### src/rtl/hazard_unit.sv
// -----------------------------------------------------------------------------
// hazard_unit
//
// Hazard detection and forwarding control for a 5-stage MIPS pipeline. It sits
// beside the decode stage and takes the control word of each decoded
// instruction. Those fields are carried through an internal shadow pipeline
// (EX, MEM, WB) that mirrors the datapath. From that pipeline the block
// produces:
//   - the stall controls,
//   - the D/E flushes,
//   - the forwarding selects for the D comparator and the EX ALU,
//   - a sticky watchdog error.
//
// Optional feature: define HAZARD_PERF_EN to add two free-running
// performance counters (stall_cycles, flush_cycles).
//
// Ports:
//   clk, rst          rising-edge clock, asynchronous active-high reset
//   rs_d, rt_d        source register fields of the instruction in D
//   uses_rs_d/rt_d    D instruction actually reads rs / rt
//   write_reg_d       destination register selected in D
//   reg_write_d       control word: writes the register file
//   mem_to_reg_d      control word: load
//   branch_d          control word: conditional branch (compares in D)
//   jump_d            control word: jump
//   jump_reg_d        control word: jump register (reads rs in D)
//   branch_taken_d    branch comparator result in D
//   stall_f, stall_d  hold PC / hold F/D register
//   flush_d           clear F/D register
//   flush_e           insert a bubble into D/E register
//   forward_a_d/b_d   D comparator operand from MEM ALU result
//   forward_a_e/b_e   EX operand select: 00 regfile, 01 WB, 10 MEM ALU
//   hazard_err        sticky watchdog error (stall run too long)
//   stall_cycles      (HAZARD_PERF_EN) count of stalled cycles
//   flush_cycles      (HAZARD_PERF_EN) count of flush_d cycles
// -----------------------------------------------------------------------------
module hazard_unit #(
    parameter int REG_ADDR_W = 5,
    parameter int MAX_STALL  = 2
) (
    input  logic                  clk,
    input  logic                  rst,
    input  logic [REG_ADDR_W-1:0] rs_d,
    input  logic [REG_ADDR_W-1:0] rt_d,
    input  logic                  uses_rs_d,
    input  logic                  uses_rt_d,
    input  logic [REG_ADDR_W-1:0] write_reg_d,
    input  logic                  reg_write_d,
    input  logic                  mem_to_reg_d,
    input  logic                  branch_d,
    input  logic                  jump_d,
    input  logic                  jump_reg_d,
    input  logic                  branch_taken_d,
    output logic                  stall_f,
    output logic                  stall_d,
    output logic                  flush_d,
    output logic                  flush_e,
    output logic                  forward_a_d,
    output logic                  forward_b_d,
    output logic [1:0]            forward_a_e,
    output logic [1:0]            forward_b_e,
`ifdef HAZARD_PERF_EN
    output logic [31:0]           stall_cycles,
    output logic [31:0]           flush_cycles,
`endif
    output logic                  hazard_err
);

    localparam logic [REG_ADDR_W-1:0] ZERO_REG    = {REG_ADDR_W{1'b0}};
    localparam logic [2:0]            STALL_LIMIT = 3'(MAX_STALL);
    localparam logic [2:0]            RUN_MAX     = 3'd7;

    // Shadow pipeline: EX stage
    logic [REG_ADDR_W-1:0] ex_rs_r;
    logic [REG_ADDR_W-1:0] ex_rt_r;
    logic                  ex_uses_rs_r;
    logic                  ex_uses_rt_r;
    logic [REG_ADDR_W-1:0] ex_dst_r;
    logic                  ex_reg_write_r;
    logic                  ex_mem_to_reg_r;
    // Shadow pipeline: MEM stage
    logic [REG_ADDR_W-1:0] mem_dst_r;
    logic                  mem_reg_write_r;
    logic                  mem_mem_to_reg_r;
    // Shadow pipeline: WB stage
    logic [REG_ADDR_W-1:0] wb_dst_r;
    logic                  wb_reg_write_r;

    // Watchdog state
    logic [2:0]            stall_run_r;
    logic                  err_r;

    // Combinational hazard terms
    logic                  hit_ex_rs_s;
    logic                  hit_ex_rt_s;
    logic                  hit_mem_rs_s;
    logic                  hit_mem_rt_s;
    logic                  lw_stall_s;
    logic                  br_rs_s;
    logic                  br_rt_s;
    logic                  br_stall_s;
    logic                  stall_s;
    logic                  flush_s;

    // A stage "hits" a register when it will write it and it is not $0.
    function automatic logic reg_hit(
        input logic                  wr,
        input logic [REG_ADDR_W-1:0] dst,
        input logic [REG_ADDR_W-1:0] r
    );
        return wr & (dst == r) & (r != ZERO_REG);
    endfunction

    // EX operand select: MEM result wins over WB because it is younger.
    function automatic logic [1:0] ex_fwd_sel(
        input logic                  uses,
        input logic [REG_ADDR_W-1:0] r,
        input logic                  mem_wr,
        input logic [REG_ADDR_W-1:0] mem_dst,
        input logic                  wb_wr,
        input logic [REG_ADDR_W-1:0] wb_dst
    );
        logic [1:0] sel;
        if (uses & reg_hit(mem_wr, mem_dst, r)) begin
            sel = 2'b10;
        end else if (uses & reg_hit(wb_wr, wb_dst, r)) begin
            sel = 2'b01;
        end else begin
            sel = 2'b00;
        end
        return sel;
    endfunction

    // Stall and flush detection from the D fields against the shadow stages.
    always_comb begin
        hit_ex_rs_s  = reg_hit(ex_reg_write_r, ex_dst_r, rs_d);
        hit_ex_rt_s  = reg_hit(ex_reg_write_r, ex_dst_r, rt_d);
        hit_mem_rs_s = reg_hit(mem_reg_write_r, mem_dst_r, rs_d);
        hit_mem_rt_s = reg_hit(mem_reg_write_r, mem_dst_r, rt_d);

        // Load result is not ready for the EX stage of the next instruction.
        lw_stall_s = ex_mem_to_reg_r &
                     ((uses_rs_d & hit_ex_rs_s) | (uses_rt_d & hit_ex_rt_s));

        // D-stage compare needs the value by the end of D: anything still in
        // EX is too late, and a load in MEM only has its data at the end of MEM.
        br_rs_s    = hit_ex_rs_s | (mem_mem_to_reg_r & hit_mem_rs_s);
        br_rt_s    = hit_ex_rt_s | (mem_mem_to_reg_r & hit_mem_rt_s);
        br_stall_s = ((branch_d | jump_reg_d) & br_rs_s) | (branch_d & br_rt_s);

        stall_s = lw_stall_s | br_stall_s;
        // A stalled branch/jump is re-evaluated once the stall clears.
        flush_s = (jump_d | branch_taken_d) & ~stall_s;
    end

    // Output drive: stall/flush and forwarding selects.
    always_comb begin
        stall_f     = stall_s;
        stall_d     = stall_s;
        flush_e     = stall_s;
        flush_d     = flush_s;
        // D forwarding only from an ALU result in MEM; the regfile writes in
        // the first half-cycle so WB needs no path into D.
        forward_a_d = hit_mem_rs_s & ~mem_mem_to_reg_r;
        forward_b_d = hit_mem_rt_s & ~mem_mem_to_reg_r;
        forward_a_e = ex_fwd_sel(ex_uses_rs_r, ex_rs_r, mem_reg_write_r, mem_dst_r,
                                 wb_reg_write_r, wb_dst_r);
        forward_b_e = ex_fwd_sel(ex_uses_rt_r, ex_rt_r, mem_reg_write_r, mem_dst_r,
                                 wb_reg_write_r, wb_dst_r);
        hazard_err  = err_r;
    end

    // Shadow pipeline advance; a stall pushes a bubble into EX.
    always_ff @(posedge clk or posedge rst) begin
        if (rst) begin
            ex_rs_r          <= ZERO_REG;
            ex_rt_r          <= ZERO_REG;
            ex_uses_rs_r     <= 1'b0;
            ex_uses_rt_r     <= 1'b0;
            ex_dst_r         <= ZERO_REG;
            ex_reg_write_r   <= 1'b0;
            ex_mem_to_reg_r  <= 1'b0;
            mem_dst_r        <= ZERO_REG;
            mem_reg_write_r  <= 1'b0;
            mem_mem_to_reg_r <= 1'b0;
            wb_dst_r         <= ZERO_REG;
            wb_reg_write_r   <= 1'b0;
        end else begin
            if (stall_s) begin
                ex_rs_r         <= ZERO_REG;
                ex_rt_r         <= ZERO_REG;
                ex_uses_rs_r    <= 1'b0;
                ex_uses_rt_r    <= 1'b0;
                ex_dst_r        <= ZERO_REG;
                ex_reg_write_r  <= 1'b0;
                ex_mem_to_reg_r <= 1'b0;
            end else begin
                ex_rs_r         <= rs_d;
                ex_rt_r         <= rt_d;
                ex_uses_rs_r    <= uses_rs_d;
                ex_uses_rt_r    <= uses_rt_d;
                ex_dst_r        <= write_reg_d;
                ex_reg_write_r  <= reg_write_d;
                ex_mem_to_reg_r <= mem_to_reg_d;
            end
            mem_dst_r        <= ex_dst_r;
            mem_reg_write_r  <= ex_reg_write_r;
            mem_mem_to_reg_r <= ex_mem_to_reg_r;
            wb_dst_r         <= mem_dst_r;
            wb_reg_write_r   <= mem_reg_write_r;
        end
    end

    // Watchdog: saturating stall-run counter and sticky error.
    always_ff @(posedge clk or posedge rst) begin
        if (rst) begin
            stall_run_r <= 3'd0;
            err_r       <= 1'b0;
        end else begin
            if (stall_s) begin
                if (stall_run_r != RUN_MAX) begin
                    stall_run_r <= stall_run_r + 3'd1;
                end else begin
                    stall_run_r <= stall_run_r;
                end
                if (stall_run_r == STALL_LIMIT) begin
                    err_r <= 1'b1;
                end else begin
                    err_r <= err_r;
                end
            end else begin
                stall_run_r <= 3'd0;
                err_r       <= err_r;
            end
        end
    end

`ifdef HAZARD_PERF_EN
    // Performance counters; wrap naturally at 2^32.
    always_ff @(posedge clk or posedge rst) begin
        if (rst) begin
            stall_cycles <= 32'd0;
            flush_cycles <= 32'd0;
        end else begin
            if (stall_s) begin
                stall_cycles <= stall_cycles + 32'd1;
            end else begin
                stall_cycles <= stall_cycles;
            end
            if (flush_s) begin
                flush_cycles <= flush_cycles + 32'd1;
            end else begin
                flush_cycles <= flush_cycles;
            end
        end
    end
`endif

endmodule

### config.mk
export PLATFORM = sky130hd
export DESIGN_NAME = hazard_unit
export DESIGN_NICKNAME = d
export VERILOG_FILES = /design/src/rtl/hazard_unit.sv
export SDC_FILE = /design/constraint.sdc
export NUM_CORES = 1
export LEC_CHECK = 0
export BUFFER_PORTS_ARGS = -buffer_cell sky130_fd_sc_hd__buf_2
export CAP_MARGIN = 5
export CORE_MARGIN = 1
export CORE_UTILIZATION = 45
export DETAILED_ROUTE_END_ITERATION = 10
export PLACE_DENSITY = 0.69
export SLEW_MARGIN = 25
export SYNTH_ARGS = -nofsm -noshare
export SYNTH_HDL_FRONTEND = slang
export SYNTH_SLANG_ARGS = --single-unit
### constraint.sdc
create_clock -name clk -period 4.27 [get_ports clk]
set_input_delay 1.281 -clock clk [delete_from_list [all_inputs] [get_ports clk]]
set_output_delay 1.281 -clock clk [all_outputs]
set_load 0.005 [all_outputs]
# Yosys cells after proc, flatten, opt, wreduce, memory -nomap -nowiden
# Index checks and enable logic that the tools add are counted.
totals:
  wordCells: 83
  inputBits: 25
  register_bits: 36
  output_inout_bits: 11
op_classes:
  reduce_logical: 5
  mux: 13
  bitwise_logic: 39
  n_eq_ne: 11
  add_sub_neg: 1
ops:
  columns: ["op", "n"]
  rows:
  - ["5-bit equality test", 8]
  - ["1-bit AND", 30]
  - ["5-bit nonzero test", 4]
  - ["5-bit 2-to-1 mux", 3]
  - ["1-bit OR", 7]
  - ["1-bit 2-to-1 mux", 6]
  - ["3-bit 2-to-1 mux", 2]
  - ["2-bit 2-to-1 mux", 2]
  - ["3-bit by 1-bit adder with 3-bit output (second input constant)", 1]
  - ["3-bit by 2-bit equality test with 1-bit output (second input constant)", 1]
  - ["3-bit != test (second input constant)", 1]
  - ["2-bit by 1-bit != test with 1-bit output (second input constant)", 1]
  - ["1-bit NOT", 2]
  - ["2-bit AND reduction", 1]

# Depth between registers and ports, before layout
# Gate-level depths: netlist (run 1).
depth:
  word_depth: 10
  depth_mapped: 8
  mapped_depth_nobuf: 5

# Worst setup path before layout (run 1)
# OpenSTA, ideal clock, no wires.
synth_timing:
  path_kind: "in2out"
  from: "input port rt_d[1]"
  to: "output port stall_d"
  cell_stages: 7
  required_ns: 2.989
  arrival_time_ns: 2.775
  n_path_buf: 2
  path_slack_ns: 0.214
  cell_sequence: "or4_1 -> nor2_2 -> nor4_1 -> nor4_4 -> buf_6 -> inv_1 -> buf_4"
synth_between:
  elab_chain_cells: 8
  elab_cells_between_ends: 15
  cone_classes: "2 x eq/ne; 12 x bitwise; 1 x reduce/logical"
synth_lines:
  columns: ["item", "line_no", "text"]
  rows:
  - ["start, declared", "44", "input logic [REG_ADDR_W-1:0] rt_d,"]
  - ["5-bit equality test", "111", "return wr & (dst == r) & (r != ZERO_REG);"]
  - ["1-bit AND (2 in a row)", "111", null]
  - ["1-bit AND", "148", "br_rt_s = hit_ex_rt_s | (mem_mem_to_reg_r & hit_mem_rt_s);"]
  - ["1-bit OR", "148", null]
  - ["1-bit AND", "149", "br_stall_s = ((branch_d | jump_reg_d) & br_rs_s) | (branch_d & br_rt_s);"]
  - ["1-bit OR", "149", null]
  - ["1-bit OR *", "151", "stall_s = lw_stall_s | br_stall_s;"]
  - ["end, declared", "55", "output logic stall_d,"]
# Every way passes the cells marked *; elsewhere a longest branch is shown, timed or not.

# Final worst setup path (run 1)
layout_timing:
  from: "input port rs_d[2]"
  to: "output port flush_d"
layout_between:
  elab_chain_cells: 10
  elab_cells_between_ends: 17
  cone_classes: "2 x eq/ne; 14 x bitwise; 1 x reduce/logical"
layout_lines:
  columns: ["item", "line_no", "text"]
  rows:
  - ["start, declared", "43", "input logic [REG_ADDR_W-1:0] rs_d,"]
  - ["5-bit equality test", "111", null]
  - ["1-bit AND (2 in a row)", "111", null]
  - ["1-bit AND", "147", "br_rs_s = hit_ex_rs_s | (mem_mem_to_reg_r & hit_mem_rs_s);"]
  - ["1-bit OR", "147", null]
  - ["1-bit AND", "149", null]
  - ["1-bit OR", "149", null]
  - ["1-bit OR *", "151", null]
  - ["1-bit NOT *", "153", "flush_s = (jump_d | branch_taken_d) & ~stall_s;"]
  - ["1-bit AND *", "153", null]
  - ["end, declared", "56", "output logic flush_d,"]
# Marks and branches as above.

==> impl_metrics.csv, run 1 <==
group,metric,value,unit
floorplanning,dieArea,0.00421,mm²
floorplanning,start_util,47.9,%
timing,timing.fmax,239,MHz
setup_path,reg2reg_depth,6,
floorplanning,io_pins,36,
global_routing,overflow,0,
cts,clk_pin_slew_worst_paths,70,ps
drt,ant_nets,0,
setup_path,path_max_fanout,6,
setup_path,regToRegStartpoint,"mem_dst_r[1]$_DFF_PP0_",
drt,first_pass_iters,4,
timing,worst_pin_slew,499,ps
synthesis,yosys.area_share.adder,2.11,%
floorplanning,die_x,64.9,µm
global_routing,grt_max_degree,37,
cts,cts_tree,"yes",
setup_path,endpoint_kind,"primary output",
synthesis,synth_top_area_cell,"dfrtp_1",
synthesis,syn_area_per_cell,11.1,µm²
job,maxCapViolCount,0,
status,status,"completed",
synthesis,syn_area,0.00178,mm²
cts,numClockSinks,36,
synthesis,synth_top_family_by_area,"simple AND/OR/NAND/NOR gates",
worst_hold_path,hp-class,"reg -> reg",
synthesis,synthXorXnorAreaFrac,18.7,%
timing,tns,0,ps
synthesis,synth_seq_cells,36,
drt,vias_per_cell,5.14,
power,powerDensity,352,mW/mm²
setup_path,critPathRequiredTime,2990,ps
worst_hold_path,hp-start,"ex_mem_to_reg_r$_DFF_PP0_",
timing,period_needed,4180,ps
cells_and_area,areaGrowthSynthToFinish,16.8,%
cts,cts_buffer_depth,2,
drt,vias,1270,
synthesis,synthArstFlopShare,100,%
timing,final_hold_viol_count,0,
setup_path,r2r_setup_slack,2150,ps
synthesis,synthMuxAreaShare,0.563,%
global_routing,antenna_found_initial,0,
global_routing,grt_pass1_vias,1345,
cells_and_area,final_layout_size_suffix_gt1_share,23.1,%
setup_path,rr_endpoint,"ex_rt_r[1]$_DFF_PP0_",
timing,period_share,97.9,%
drt,drc,0,
cells_and_area,antenna_cells,0,
timing,drv_slew,0,
synthesis,synthCells,160,
setup_path,crit_arrival,2900,ps
synthesis,synth_compound_area_share,3.73,%
floorplanning,core-area,0.00372,mm²
power,p_leak,0.914,nW
global_routing,globalRouteTotalUtil,20.0,%
drt,wire_per_inst,14.5,µm
synthesis,synth_top_area_share,50.6,%
synthesis,syn_nets,188,
cells_and_area,fin_nets,226,
drt,drt_iter0_markers,30,
cells_and_area,fillers,340,
cts,hold_buffers,0,
cts,insertion_delay,280,ps
timing,finalSetupViolations,0,
drt,wl,3.59,mm
cells_and_area,post-route-util,55.9,%
synthesis,ys_top_cells_by_area,"dfrtp_1 51%, xnor2_1 14%, and2_1 6.7%",
timing,fin_skew,5.20,ps
worst_hold_path,hold_depth,0,
cts,cts_buffers,5,
synthesis,ys.warnings.count,0,
floorplanning,rows,22,
cts,cts_htree_levels,2,
placed_design,io_buffers,35,
setup_path,critPathKind,"in -> out",
synthesis,synth-edff-count,0,
setup_path,worstSetupStartpointType,"input pin",
global_routing,grt_pass1_wl,6.13,mm
placed_design,gp_congestion,0.962,
synthesis,synth-simple-area-share,20.5,%
timing,max_slew_margin,66.4,%
synthesis,synth_flop_cell,"dfrtp_1",
cts,clock-root-buffer,"clkbuf_8",
floorplanning,die_h,64.9,µm
synthesis,ys_types,29,
timing,rsz0062_at_grt,"false",
power,vdd_ir_drop_max,0.227,mV
placed_design,dp_hpwl,2.72,mm
power,power.total,0.000731,W
worst_hold_path,hold_end,"mem_mem_to_reg_r$_DFF_PP0_",
synthesis,seq_area_frac_synth,50.6,%
## worst max path at each step
| stage | from | end | slack, ps | depth (start not counted) |
|---|---|---|---|---|
| 2_1_floorplan | rt_d[1] | stall_d | 210 | 7 |
| 3_3_place_gp | rt_d[1] | flush_d | 160 | 7 |
| 3_5_place_dp | rt_d[1] | flush_d | 100 | 7 |
| 4_1_cts | rt_d[1] | flush_d | 100 | 7 |
| 5_1_grt | rs_d[2] | flush_d | 10 | 7 |
| 6_report | rs_d[2] | flush_d | 90 | 7 |
## logic make-up (layout without fill, tap and decap cells)
family	count (synthesis)	count (layout)
AOI/OAI and AO/OA	10	10
xor gates and xnor gates	38	38
adders and majority gates	3	3
buffers and inverters	12	51
DFF	36	36
muxes	1	1
and+or+nand+nor	60	60
## routing by layer
| metal | track usage [%] | wire length, µm |
|---|---|---|
| met5 | 0 | 0 |
| met3 | 4.40 | 180 |
| met4 | 10.0 | 64 |
| met1 | 24.0 | 1540 |
| met2 | 33.3 | 1810 |
## worst max-delay path, stage by stage
cell and delay, ps:
buf_2 130, or4_1 510, nor2_1 170, nor4_1 120, nor4_4 410, o21a_1 170
buf_2 100
## stage by stage
stage                     hold slack (ps)  std cells  setup slack, ps  area [µm²]
after CTS                             411        246              102        2070
after floorplan                       352        160              214        1780
after detailed placement              396        238             96.1        1980
after global routing                  428        247             14.5        2080
final                                 410        247             90.0        2080
after global placement                384        238              156        1980
## registers in the layout, summed over array words and instances, names as in the netlist
name	cells
ex_reg_write_r	1
stall_run_r	3
ex_uses_rt_r	1
mem_mem_to_reg_r	1
ex_dst_r	5
wb_dst_r	5
ex_rs_r	5
wb_reg_write_r	1
mem_reg_write_r	1
ex_rt_r	5
hazard_err	1
ex_uses_rs_r	1
ex_mem_to_reg_r	1
mem_dst_r	5
## what timing repair did
item	CTS	global route
buffers inserted	0	1
gates resized for setup	0	0
setup endpoints to repair	0	4
## cell usage in the layout (no fill, tap or decap), types with 2 or more instances in the layout
master,instances
nand3_1,2
nor4_1,8
nand4_1,6
buf_4,3
nand2_1,5
inv_1,5
clkbuf_8,6
dfrtp_1,36
o21ai_0,3
nand2b_1,3
a21oi_1,2
xnor2_1,29
xor2_1,9
ha_1,3
and2_1,19
clkbuf_1,2
nor3_1,4
nor2_1,5
buf_2,35
or4_1,4
## cell usage after synthesis, drive strengths merged (2+ instances only)
library cell   n
nor3           4
ha             3
a21oi          2
and2          19
nand4          6
buf            4
o21ai          3
or4            4
clkbuf         3
dfrtp         36
nand2          5
inv            5
xor2           9
nand3          2
nor4           9
nand2b         3
xnor2         29
nor2           6
## final cells by class
class                           count  area [µm²]  share of cell area [%]
Multi-Input combinational cell    112         811                    39.0
Clock buffer                        8        90.1                    4.33
Timing Repair Buffer               38         198                    9.51
Inverter                            5        18.8                   0.903
Tap cell                           48        60.1                    2.89
Sequential cell                    36         901                    43.3
## power by group
group	switching (W)	total, W	internal (W)
registers	0.0000285	0.000392	0.000363
logic	0.0000454	0.0000986	0.0000532
clock network	0.000109	0.000240	0.000131
total	0.000183	0.000731	0.000548
No activity file was read; power rests on OpenSTA's default activity.
==> inputs of run 2 (changes only) <==
--- a/config.mk
+++ b/config.mk
@@ -5,6 +5,7 @@
 export SDC_FILE = /design/constraint.sdc
 export NUM_CORES = 1
 export LEC_CHECK = 0
+export ABC_AREA = 1
 export BUFFER_PORTS_ARGS = -buffer_cell sky130_fd_sc_hd__buf_2
 export CAP_MARGIN = 5
 export CORE_MARGIN = 1
==> run 2 against run 1 <==
First-iteration DRC count rose to 3.0 times the previous value. Area after synthesis rose by 11%. Non-clock buffer count decreased by 1. Synthesized cell count up 61%. Setup slack gained 460 ps. Clock power grew 3%. Fmax up 12%. Cell count grew 41%. Routed wire length up 18%. Final area increased by 9.8%. Largest power group unchanged.
==> impl_metrics.csv, run 2 <==
group,metric,value,unit
worst_hold_path,hp-start,"ex_mem_to_reg_r$_DFF_PP0_",
timing,timing.fmax,269,MHz
drt,drc,0,
global_routing,globalRouteTotalUtil,21.8,%
power,switchingPower,0.000208,W
cts,clock-root-buffer,"clkbuf_8",
power,power_frac_comb,14.9,%
synthesis,synth_commonest_cells,"74 x nand2_1, 47 x inv_1, 36 x dfrtp_1",
power,powerDensity,327,mW/mm²
synthesis,syn_area,0.00198,mm²
setup_path,worstSetupStartpointType,"input pin",
setup_path,path_max_fanout,10,
cts,cts_tree,"yes",
cts,clk_pin_slew_worst_paths,70,ps
synthesis,ys_types,26,
cts,hold_buffers,0,
synthesis,seq_area_frac_synth,45.4,%
synthesis,synth_flop_cell,"dfrtp_1",
power,p_sw_share,27.9,%
cells_and_area,fin_nets,326,
floorplanning,die_x,68.4,µm
placed_design,dp_hpwl,3.28,mm
setup_path,critPathLaunch,"rt_d[3]",
timing,period_share,87.0,%
placed_design,gp_congestion,0.882,
placed_design,dp.cells,341,
synthesis,synthCells,258,
global_routing,grt_pass1_vias,1571,
setup_path,critPathKind,"in -> out",
power,power_frac_clock,33.0,%
cts,cts_buffer_depth,2,
cells_and_area,antenna_cells,0,
drt,ant_nets,0,
timing,worst_pin_slew,458,ps
power,seqPwrFrac,52.1,%
synthesis,synth_seq_cells,36,
timing,whs,388,ps
power,vdd_ir_drop_max,0.198,mV
setup_path,regToRegStartpoint,"mem_dst_r[1]$_DFF_PP0_",
global_routing,grt_max_degree,37,
cts,cts_buffers,5,
cells_and_area,layoutNonFillerInstCount,349,
cells_and_area,seq_area,901,µm²
drt,drt_iter0_markers,91,
cells_and_area,fillers,386,
floorplanning,rows,23,
cts,insertion_delay,290,ps
synthesis,synth_top_area_share,45.4,%
cells_and_area,areaGrowthSynthToFinish,15.1,%
cts,cts_htree_levels,2,
timing,finalSetupViolations,0,
power,internal_power,0.000539,W
synthesis,synth-edff-count,0,
synthesis,post-synth-top-count-cell,"nand2_1",
cells_and_area,multiInputGateArea,852,µm²
timing,fin_skew,3.93,ps
setup_path,crit_arrival,2440,ps
timing,drv_slew,0,
synthesis,synthArstFlopShare,100,%
floorplanning,core-area,0.00412,mm²
placed_design,io_buffers,35,
power,p_leak,1.27,nW
timing,period_needed,3720,ps
synthesis,ys.warnings.count,0,
floorplanning,die_h,68.4,µm
cells_and_area,final_layout_size_suffix_gt1_share,20.7,%
setup_path,endpoint_kind,"primary output",
status,status,"completed",
cells_and_area,layout_common_cells,"74 x nand2_1, 47 x inv_1, 36 x dfrtp_1",
synthesis,syn_area_per_cell,7.69,µm²
synthesis,synth_top_area_cell,"dfrtp_1",
drt,vias,1663,
timing,final_hold_viol_count,0,
drt,wl,4.25,mm
cts,post_cts_resized,0,
timing,max_slew_margin,69.5,%
global_routing,overflow,0,
cts,numClockSinks,36,
global_routing,grt_pass1_wl,7.13,mm
cts,cts_setup_buffers,0,
timing,rsz0062_at_grt,"false",
setup_path,r2r_setup_slack,2390,ps
drt,first_pass_iters,4,
cells_and_area,post-route-util,55.5,%
floorplanning,io_pins,36,
cells_and_area,mostFrequentLayoutCell,"nand2_1",
timing,tns,0,ps
drt,vias_per_cell,4.77,
synthesis,syn_nets,286,
worst_hold_path,hp-class,"reg -> reg",
setup_path,critPathRequiredTime,2990,ps
global_routing,antenna_found_initial,0,
floorplanning,dieArea,0.00468,mm²
synthesis,ys_top_cells_by_area,"dfrtp_1 45%, nand2_1 14%, inv_1 8.9%",
drt,wire_per_inst,12.2,µm
floorplanning,start_util,48.2,%
job,maxCapViolCount,0,
-- run 2: worst paths after layout --
kind / to / cells after the start
worst max-delay path: flush_d / 11
worst min-delay path: mem_mem_to_reg_r$_DFF_PP0_ / 0
worst max register to register: ex_rs_r[4]$_DFF_PP0_ / 12
worst min register to register: mem_mem_to_reg_r$_DFF_PP0_ / 0
max in group asynchronous: mem_dst_r[4]$_DFF_PP0_ / 3
min in group asynchronous: wb_dst_r[2]$_DFF_PP0_ / 3
-- run 2: through the flow --
step / instance area [µm²] / total power (W) / setup slack (ps)
floorplan: 1980 / 0.000469 / 757
global placement: 2190 / 0.000506 / 564
detailed placement: 2190 / 0.000508 / 548
CTS: 2280 / 0.000756 / 546
global route: 2280 / 0.000788 / 379
finish: 2280 / 0.000747 / 554
-- run 2: cell families after synthesis --
family                     share of synthesized area (%)
xor gates and xnor gates                            4.86
buffers and inverters                               11.6
adders and majority gates                           1.89
AOI/OAI and AO/OA                                   6.31
muxes                                              0.568
DFF                                                 45.4
and+or+nand+nor                                     29.3
-- run 2: cell type report --
cell class	count	share of cell area [%]
Clock buffer	6	3.62
Clock inverter	2	0.439
Inverter	49	8.06
Multi-Input combinational cell	169	37.3
Sequential cell	36	39.5
Tap cell	50	2.74
Timing Repair Buffer	37	8.33
-- run 2: per-layer routing --
| metal | part of all wire [%] | GRT usage [%] |
|---|---|---|
| met1 | 46 | 26.6 |
| met2 | 47 | 35.4 |
| met3 | 5.2 | 4.67 |
| met4 | 2.0 | 12.0 |
| met5 | 0 | 0 |
-- run 2: power groups by stage --
stage	registers [W]	clock network, W	logic, W
2_1_floorplan	0.000387	0	0.0000826
3_3_place_gp	0.000395	0	0.000111
3_5_place_dp	0.000396	0	0.000112
4_1_cts	0.000389	0.000254	0.000113
5_1_grt	0.000392	0.000267	0.000129
6_report	0.000389	0.000247	0.000111
-- run 2: worst max-delay path, stage by stage --
cell and delay [ps]:
buf_2 120, inv_1 110, nand3_1 90, nor2_1 150, nor2_1 90, nand3_1 90, nand2_1 60, nand2_1 90
nand3_4 130, nor2_1 100, buf_2 110
==> inputs of run 3 (changes only) <==
--- a/config.mk
+++ b/config.mk
@@ -9,9 +9,9 @@
 export BUFFER_PORTS_ARGS = -buffer_cell sky130_fd_sc_hd__buf_2
 export CAP_MARGIN = 5
 export CORE_MARGIN = 1
-export CORE_UTILIZATION = 45
+export CORE_UTILIZATION = 40
 export DETAILED_ROUTE_END_ITERATION = 10
-export PLACE_DENSITY = 0.69
+export PLACE_DENSITY = 0.63
 export SLEW_MARGIN = 25
 export SYNTH_ARGS = -nofsm -noshare
 export SYNTH_HDL_FRONTEND = slang
==> run 3 against run 2 <==
Non-clock buffer count unchanged. Count of clock-buffer cells in the layout unchanged. Global-route usage down 3.6 points. Power up 6.2%. Sequential share of layout area down 0.62 points. First-iteration DRC count down 6.6%. Highest routed layer unchanged.
==> impl_metrics.csv, run 3 (same netlist as run 2, synthesis figures left out) <==
group,metric,value,unit
drt,wirelength_met1,1.94,mm
setup_path,rr_endpoint,"ex_rs_r[1]$_DFF_PP0_",
setup_path,r2r_setup_slack,2430,ps
setup_path,cp-endpoint,"flush_d",
timing,rsz0062_at_grt,"false",
cts,cts_buffer_depth,2,
timing,period_share,86.8,%
timing,drv_slew,0,
global_routing,grt_pass1_wl,7.09,mm
drt,wire_per_inst,11.4,µm
cts,post_cts_resized,0,
setup_path,regToRegStartpoint,"mem_dst_r[4]$_DFF_PP0_",
cells_and_area,fin_nets,326,
floorplanning,die_x,72.4,µm
cts,insertion_delay,290,ps
cts,hold_buffers,0,
drt,vias_per_cell,4.48,
setup_path,crit_arrival,2430,ps
drt,wl,4.19,mm
setup_path,path_cells,"buf_2 -> inv_1 -> nand3_1 -> nor2_1 -> nor2_1 -> nand3_1 -> nand2_1 -> nand2_1 -> nand3_4 -> nor2_1 -> buf_2",
floorplanning,dieArea,0.00524,mm²
drt,maxUsedRoutingLayer,"met4",
setup_path,critical-path-slowest-cell,"nor2_1",
cts,cts_htree_levels,2,
floorplanning,core-area,0.00475,mm²
cells_and_area,post-route-util,48.8,%
drt,drc,0,
placed_design,dp.cells,358,
floorplanning,io_pins,36,
cells_and_area,layoutNonFillerInstCount,366,
setup_path,critPathKind,"in -> out",
placed_design,gp_congestion,0.852,
setup_path,cp_top_family,"simple AND/OR/NAND/NOR gates",
worst_hold_path,hp-class,"reg -> reg",
setup_path,endpoint_kind,"primary output",
power,powerDensity,342,mW/mm²
cells_and_area,areaGrowthSynthToFinish,16.9,%
setup_path,critical_path_depth,11,
drt,first_pass_iters,4,
cells_and_area,seq_area,901,µm²
cells_and_area,multiInputGateArea,852,µm²
drt,wl_met2,1.91,mm
global_routing,grt_max_degree,37,
timing,finalSetupViolations,0,
cts,clock-root-buffer,"clkbuf_8",
global_routing,antenna_found_initial,0,
setup_path,worstSetupStartpointType,"input pin",
timing,tns,0,ps
setup_path,critPathLaunch,"rt_d[4]",
drt,vias,1638,
setup_path,critPathRequiredTime,2990,ps
cells_and_area,layout_common_cells,"74 x nand2_1, 47 x inv_1, 36 x dfrtp_1",
setup_path,reg2reg_depth,10,
timing,period_needed,3710,ps
floorplanning,rows,25,
drt,drt_iter0_markers,85,
timing,final_hold_viol_count,0,
timing,timing.fmax,270,MHz
cts,cts_setup_buffers,0,
floorplanning,die_h,72.4,µm
power,p_leak,1.28,nW
global_routing,grt_pass1_vias,1550,
placed_design,io_buffers,35,
global_routing,overflow,0,
status,status,"completed",
placed_design,dp_hpwl,3.21,mm
setup_path,critical_path_buf_inv_count,3,
floorplanning,start_util,41.7,%
setup_path,worst_path_largest_cell_delay,130,ps
cts,cts_buffers,5,
cells_and_area,mostFrequentLayoutCell,"nand2_1",
drt,ant_nets,0,
setup_path,path_max_fanout,10,
power,vdd_ir_drop_max,0.201,mV
cells_and_area,fillers,486,
timing,worst_pin_slew,440,ps
job,maxCapViolCount,0,
cells_and_area,final_layout_size_suffix_gt1_share,20.4,%
cts,cts_tree,"yes",
cells_and_area,antenna_cells,0,
global_routing,globalRouteTotalUtil,18.1,%
timing,fin_skew,9.30,ps
cts,numClockSinks,36,
setup_path,cpMostUsedCell,"nor2_1",
drt,wl_met3,253,µm
cts,clk_pin_slew_worst_paths,70,ps
timing,max_slew_margin,70.7,%
[run 3: cell types whose count changed in the layout (fill, tap and decap cells not counted), sizes merged]
cell / previous run / this run
bufinv: 0 / 1
clkinv: 2 / 1
[run 3: layout make-up]
class | instances | area share [%]
Tap cell | 67 | 3.62
Timing Repair Buffer | 37 | 8.20
Sequential cell | 36 | 38.9
Multi-Input combinational cell | 169 | 36.8
Clock buffer | 6 | 3.13
Inverter | 49 | 7.93
Clock inverter | 2 | 1.51
[run 3: worst min-delay path by stage]
stage	to	cells past startpoint	startpoint
3_3_place_gp	mem_reg_write_r$_DFF_PP0_	0	ex_reg_write_r$_DFF_PP0_
6_report	mem_mem_to_reg_r$_DFF_PP0_	0	ex_mem_to_reg_r$_DFF_PP0_
5_1_grt	mem_reg_write_r$_DFF_PP0_	0	ex_reg_write_r$_DFF_PP0_
2_1_floorplan	mem_reg_write_r$_DFF_PP0_	0	ex_reg_write_r$_DFF_PP0_
3_5_place_dp	mem_reg_write_r$_DFF_PP0_	0	ex_reg_write_r$_DFF_PP0_
4_1_cts	mem_reg_write_r$_DFF_PP0_	0	ex_reg_write_r$_DFF_PP0_
[run 3: stage by stage]
stage                     worst slack, ps  total power [W]  instance area, µm²  hold WS, ps
after floorplan                       757         0.000469                1980          354
after global placement                564         0.000507                2210          364
after detailed placement              567         0.000508                2210          366
after CTS                             563         0.000801                2320          382
after global routing                  408         0.000834                2320          404
final                                 563         0.000794                2320          384
[run 3: metal layers]
metal / up-vias / track usage (%)
met5: - / 0
met4: 0 / 8.06
met3: 8 / 3.89
met2: 49 / 29.0
met1: 719 / 23.7
li1: 862 / -
[run 3: power breakdown]
part	total, W	switching (W)	leakage (nW)	internal [W]
Sequential	0.000389	0.0000254	0.427	0.000363
Clock	0.000293	0.000120	0.0552	0.000173
Combinational	0.000112	0.0000645	0.794	0.0000470
